`src/rtl/gcn_pkg.sv`:
```
`default_nettype none
// +----------------------------------------------------------------------+
// | gcn_pkg : shared types and defaults for the GCN aggregation path      |
// | Rev 1.0                                                               |
// +----------------------------------------------------------------------+
package gcn_pkg;

    localparam int WEIGHT_COLS    = 3;
    localparam int DOT_PROD_WIDTH = 16;
    localparam int COUNT_WIDTH    = 8;

    typedef logic [DOT_PROD_WIDTH-1:0] elem_t;
    typedef elem_t vec_t [0:WEIGHT_COLS-1];

    typedef enum logic [1:0] {
        IDLE  = 2'd0,
        ACCUM = 2'd1,
        HOLD  = 2'd2
    } agg_state_t;

endpackage
`default_nettype wire

```
`src/rtl/Vector_Adder_3.sv`:
```
`default_nettype none
// +----------------------------------------------------------------------+
// | Vector_Adder_3 : combinational element-wise modular vector adder      |
// | Rev 1.0                                                               |
// +----------------------------------------------------------------------+
module Vector_Adder_3 #(
    parameter int WEIGHT_COLS    = 3,
    parameter int DOT_PROD_WIDTH = 16
) (
    input  logic [DOT_PROD_WIDTH-1:0] i_a   [0:WEIGHT_COLS-1],
    input  logic [DOT_PROD_WIDTH-1:0] i_b   [0:WEIGHT_COLS-1],
    output logic [DOT_PROD_WIDTH-1:0] o_sum [0:WEIGHT_COLS-1]
);

    for (genvar g = 0; g < WEIGHT_COLS; g++) begin : g_elem
        assign o_sum[g] = i_a[g] + i_b[g];
    end

endmodule
`default_nettype wire

```
`src/rtl/vector_aggregate_accumulator.sv`:
```
`default_nettype none
// +----------------------------------------------------------------------+
// | vector_aggregate_accumulator : sums a stream of vectors per group and |
// | presents the aggregate with its beat count.   Rev 1.0                 |
// +----------------------------------------------------------------------+
module vector_aggregate_accumulator #(
    parameter int WEIGHT_COLS    = gcn_pkg::WEIGHT_COLS,
    parameter int DOT_PROD_WIDTH = gcn_pkg::DOT_PROD_WIDTH,
    parameter int COUNT_WIDTH    = gcn_pkg::COUNT_WIDTH
) (
    input  logic                      clk,
    input  logic                      rst_n,
    input  logic [DOT_PROD_WIDTH-1:0] in_vec  [0:WEIGHT_COLS-1],
    input  logic                      in_valid,
    input  logic                      in_last,
    output logic                      in_ready,
    output logic [DOT_PROD_WIDTH-1:0] out_vec [0:WEIGHT_COLS-1],
    output logic [COUNT_WIDTH-1:0]    out_count,
    output logic                      out_overflow,
    output logic                      out_valid,
    input  logic                      out_ready
);
    import gcn_pkg::*;

    localparam logic [COUNT_WIDTH-1:0] C_COUNT_ONE = COUNT_WIDTH'(1);
    localparam logic [COUNT_WIDTH-1:0] C_COUNT_MAX = '1;

    agg_state_t                r_state;
    agg_state_t                w_next_state;
    logic [DOT_PROD_WIDTH-1:0] r_acc      [0:WEIGHT_COLS-1];
    logic [DOT_PROD_WIDTH-1:0] w_sum      [0:WEIGHT_COLS-1];
    logic [DOT_PROD_WIDTH-1:0] w_acc_next [0:WEIGHT_COLS-1];
    logic [DOT_PROD_WIDTH-1:0] r_out_vec  [0:WEIGHT_COLS-1];
    logic [COUNT_WIDTH-1:0]    r_count;
    logic [COUNT_WIDTH-1:0]    w_count_next;
    logic [COUNT_WIDTH-1:0]    r_out_count;
    logic                      r_ovf;
    logic                      w_ovf_next;
    logic                      r_out_ovf;
    logic                      r_out_valid;
    logic                      w_accept;
    logic                      w_carry;
    logic                      w_sat;

    Vector_Adder_3 #(
        .WEIGHT_COLS    (WEIGHT_COLS),
        .DOT_PROD_WIDTH (DOT_PROD_WIDTH)
    ) u_adder (
        .i_a   (r_acc),
        .i_b   (in_vec),
        .o_sum (w_sum)
    );

    assign in_ready     = (r_state != HOLD);
    assign w_accept     = in_valid && in_ready;
    assign out_vec      = r_out_vec;
    assign out_count    = r_out_count;
    assign out_overflow = r_out_ovf;
    assign out_valid    = r_out_valid;

    // A modular sum smaller than its operand means that element wrapped.
    always_comb begin
        w_carry = 1'b0;
        for (int i = 0; i < WEIGHT_COLS; i++) begin
            if (w_sum[i] < r_acc[i]) begin
                w_carry = 1'b1;
            end
        end
        w_sat = (r_count == C_COUNT_MAX);
    end

    always_comb begin
        w_acc_next   = w_sum;
        w_count_next = r_count;
        w_ovf_next   = r_ovf;
        if (r_state == IDLE) begin
            w_acc_next   = in_vec;
            w_count_next = C_COUNT_ONE;
            w_ovf_next   = 1'b0;
        end else begin
            w_count_next = w_sat ? r_count : r_count + C_COUNT_ONE;
            w_ovf_next   = r_ovf | w_carry | w_sat;
        end
    end

    always_comb begin
        w_next_state = r_state;
        case (r_state)
            IDLE:    if (w_accept) w_next_state = in_last ? HOLD : ACCUM;
            ACCUM:   if (w_accept && in_last) w_next_state = HOLD;
            HOLD:    if (out_ready) w_next_state = IDLE;
            default: w_next_state = IDLE;
        endcase
    end

    always_ff @(posedge clk or negedge rst_n) begin
        if (!rst_n) begin
            r_state     <= IDLE;
            r_count     <= '0;
            r_ovf       <= 1'b0;
            r_out_count <= '0;
            r_out_ovf   <= 1'b0;
            r_out_valid <= 1'b0;
            for (int i = 0; i < WEIGHT_COLS; i++) begin
                r_acc[i]     <= '0;
                r_out_vec[i] <= '0;
            end
        end else begin
            r_state <= w_next_state;
            if (w_accept) begin
                r_count <= w_count_next;
                r_ovf   <= w_ovf_next;
                for (int i = 0; i < WEIGHT_COLS; i++) begin
                    r_acc[i] <= w_acc_next[i];
                end
                if (in_last) begin
                    r_out_count <= w_count_next;
                    r_out_ovf   <= w_ovf_next;
                    r_out_valid <= 1'b1;
                    for (int i = 0; i < WEIGHT_COLS; i++) begin
                        r_out_vec[i] <= w_acc_next[i];
                    end
                end
            end else if ((r_state == HOLD) && out_ready) begin
                r_count     <= '0;
                r_ovf       <= 1'b0;
                r_out_valid <= 1'b0;
                for (int i = 0; i < WEIGHT_COLS; i++) begin
                    r_acc[i] <= '0;
                end
            end
        end
    end

endmodule
`default_nettype wire

```
`config.mk`:
```
export PLATFORM = sky130hd
export DESIGN_NAME = vector_aggregate_accumulator
export DESIGN_NICKNAME = d
export VERILOG_FILES = /design/src/rtl/gcn_pkg.sv /design/src/rtl/Vector_Adder_3.sv /design/src/rtl/vector_aggregate_accumulator.sv
export SDC_FILE = /design/constraint.sdc
export NUM_CORES = 1
export LEC_CHECK = 0
export CAP_MARGIN = 20
export CORE_ASPECT_RATIO = 1.5
export CORE_UTILIZATION = 60
export DETAILED_ROUTE_END_ITERATION = 8
export PLACE_DENSITY = 0.89
export SYNTH_ARGS = -nofsm -noshare
export SYNTH_HDL_FRONTEND = slang
export SYNTH_SLANG_ARGS = --single-unit
```
`constraint.sdc`:
```
create_clock -name clk -period 10.3 [get_ports clk]
set_input_delay 2.06 -clock clk [delete_from_list [all_inputs] [get_ports clk]]
set_output_delay 2.06 -clock clk [all_outputs]
set_load 0.005 [all_outputs]
```
==> summary.md <==
| Metric | Value |
|---|---|
| Status | finished clean |
| Placed Cells | between 1,000 and 1,500 |
| Syn Std Cell Area | 8430 um^2 |
| Seq/Total Area, Yosys | 0.347 |
| Hold Buf Count CTS | 0 |
| Syn avg cell area | 9.00 um^2 |
| Clock sinks | 117 |
| Core Util, Final | 0.752 |
| Vias in the first global route | approximately 7,900 |
| Clock root cell | clkbuf_16 |
| Worst VDD drop | 0.181 mV |
| Post-route DRC violation count | 0 |
| Area grow syn2layout | 21.2% |
| GRT Overall Usage | 0.332 |
| Post-synth EDFFs | 0 |
| Routed length per instance | 19.2 um |
| Synth top area share | 0.347 |
| Crit path kind | in2reg |
| Pin count of the biggest net entering global routing | 85 |
| Critical-path maximum fanout | 3 |
| Rel. slew slack | 0.393 |
| Die area | 14,500 um^2 |
| Synth area leader | dfrtp_1 |
| Post-Layout Cell Count | 1,207 |
| FFs w/ async S/R, synth | 1.00 |
| Final nets | 1,179 |
| Setup WS pre-CTS | 3980 ps |
| Minimum clock period | 5940 ps |
| Critical Path AT | around 6200 ps |
| Setup TNS | 0 ps |
| Synthesized flop and latch total | ~120 |
| Static leakage | 4.69 nW |
| Ys Warns | 0 |
| Max_cap viols | 0 |
| Share of post-route cells with drive strength above 1 | 0.0555 |
| Total number of vias | 7,729 |
| Crit end category | flip-flop |
| PD cells | 331 nW/um^2 |
| Num CTS Buffers | 17 |
| Total wire length | roughly 23,000 um |
| I/O Buffers | 111 |
| DRT Pass-1 Iters | 5 |
| Via density | 6.40 |
| Hold depth | 2 |
| CTS H-tree depth | 4 |
| Clock Skews | between 9 and 10 ps |
| Final setup viols | 0 |
| Worst hold slack | ~460 ps |
| Drt initial violations | 501 |
| RSZ-0062 raised after global routing | false |
| Hold/Removal Path Class | reg2reg |
| Clock buffer depth | 2 |
| Initial antenna violation count | 0 |
| Number of setup buffers added after CTS | 0 |
| CP Data Required Time | 10,610 ps |
| FP Rows | 52 |
| Antenna Cells | 0 |
| Post-route ant nets | 0 |
| Clk_lat worst skew | about 420 ps |
| Net Count, Synth | 1,083 |
| Horiz. Die Dim | 98.8 um |
| GPL Wtd Cong | 0.922 |
| Synth Flop Type | dfrtp_1 |
| Grt ovf | 0 |
| Initial core utilization | 0.620 |
| Placed cell areas | approximately 9600 um^2 |
| Setup ws final | 4360 ps |
| Final Cycle Share | 0.577 |
| Top cells by area, synth | dfrtp_1 35%, ha_1 13%, nand2_1 4.1% |
| DP HPWL | between 15,000 and 20,000 um |
| Final Cell Area | 10,200 um^2 |
| Reg2Reg Depth | 15 |
| Die Ht | between 100 and 150 um |
| Tightest Pin Transition | ~910 ps |
| Fin. Hold Viols | 0 |
| CTS tree | done |
| Post-CTS resize count | 0 |
| Core ar. | 13,600 um^2 |
| Type of origin of the critical path | input port |
| Final Total Pwr | 3.39 mW |
| Syn Inst Count | 937 |
| I/O pin count | 112 |
| Fmax | 0.168 GHz |
| Pins Over Slew Limit | 0 |
| Synth unique cells | between 70 and 80 |
| Global-route wire length before repair | 38,200 um |
| Worst-path clk slew | ~50 ps |
## where the power goes
group	switching [mW]	internal, mW
clock	0.214	0.372
combinational	1.10	0.927
sequential	0.129	0.642
## worst max-delay path, stage by stage
cell	delay, ps
clkdlybuf4s50_1	440
ha_1	260
fa_1	470
a21o_1	210
a21oi_1	280
o21bai_1	130
a2111o_1	430
a21o_1	180
and2_1	170
ha_1	270
nand4_1	90
or3_1	360
a221oi_1	200
a2111oi_0	120
a311o_1	360
a31o_1	220
## final timing paths
kind                               from           end  slack [ps]
setup reg to reg              r_acc[32]  out_overflow        6100
hold reg to reg            out_count[4]  out_count[4]         460
max in group asynchronous         rst_n   out_vec[12]        7330
hold / removal             out_count[4]  out_count[4]         460
min in group asynchronous         rst_n     r_acc[29]        1690
setup / recovery             in_vec[32]  out_overflow        4360
## cell usage after synthesis (all sizes together), types with 3 or more instances
cell / count
inv: 62
nor4: 4
nor2b: 10
a21o: 25
o22ai: 29
o21ai: 80
and2: 7
o21bai: 5
a221o: 6
fa: 3
nor2: 59
a211oi: 14
nand3: 17
a32oi: 3
dfrtp: 117
clkbuf: 30
o21a: 14
o211ai: 7
buf: 11
nand2: 92
or4: 4
o2111ai: 3
nor3: 10
o31ai: 7
mux2i: 32
a41oi: 4
o32ai: 3
a31oi: 13
or3: 5
and3: 14
a2111oi: 9
a211o: 5
a21oi: 54
ha: 90
nand4: 8
or2: 3
a22o: 6
a221oi: 3
xor2: 11
xnor2: 31
## cell families (layout without fill, tap and decap cells)
group	count (synthesis)	in the layout	synth area share
compound gates	311	311	0.253
simple gates	238	238	0.130
flops	117	117	0.347
buf+inv	103	211	0.0463
fa+ha+maj	93	93	0.141
xor+xnor	42	42	0.0436
mux	33	33	0.0393
## sequential cells by signal, indices dropped and copies added (netlist names)
signal	cells
r_ovf	1
r_state	2
out_valid	1
out_vec	48
r_count	8
out_count	8
out_overflow	1
r_acc	48
## placed cells by master (no fill, tap or decap), types with 6 or more instances in the layout
cell type,synthesis,routed
a21o_1,24,24
o21ai_1,16,16
and3_1,14,14
o211ai_1,7,7
inv_1,61,61
dfrtp_1,117,117
xor2_1,11,11
a2111oi_0,7,7
clkbuf_16,0,17
mux2i_1,32,32
nand4_1,8,8
nand3_1,17,17
ha_1,90,90
a21oi_1,53,53
and2_1,7,7
xnor2_1,31,31
a221o_1,6,6
nor2_1,59,58
o21a_1,14,14
a22o_1,6,6
nor3_1,10,10
a211oi_1,12,12
o31ai_1,7,7
clkdlybuf4s50_1,0,110
buf_4,0,8
o21ai_0,63,63
a31oi_1,13,13
o22ai_1,29,29
nor2b_1,10,10
nand2_1,91,89
## area by class of cell
cell class / instances / area, um^2
clock buffers: 22 / 474
multi-input cells: 717 / 5120
well taps: 162 / 203
clock inverters: 9 / 103
inverters: 62 / 233
repair buffers: 118 / 1160
flip-flops and latches: 117 / 2930
fillers: 971 / 3380
## layer usage
layer	global-route usage	vias to the layer above	share of wire
li1	-	3634	-
met1	0.375	3666	0.39
met2	0.578	314	0.51
met3	0.0514	115	0.051
met4	0.217	0	0.056
met5	0	-	0
Note: power is estimated with default switching activity, not from simulation.
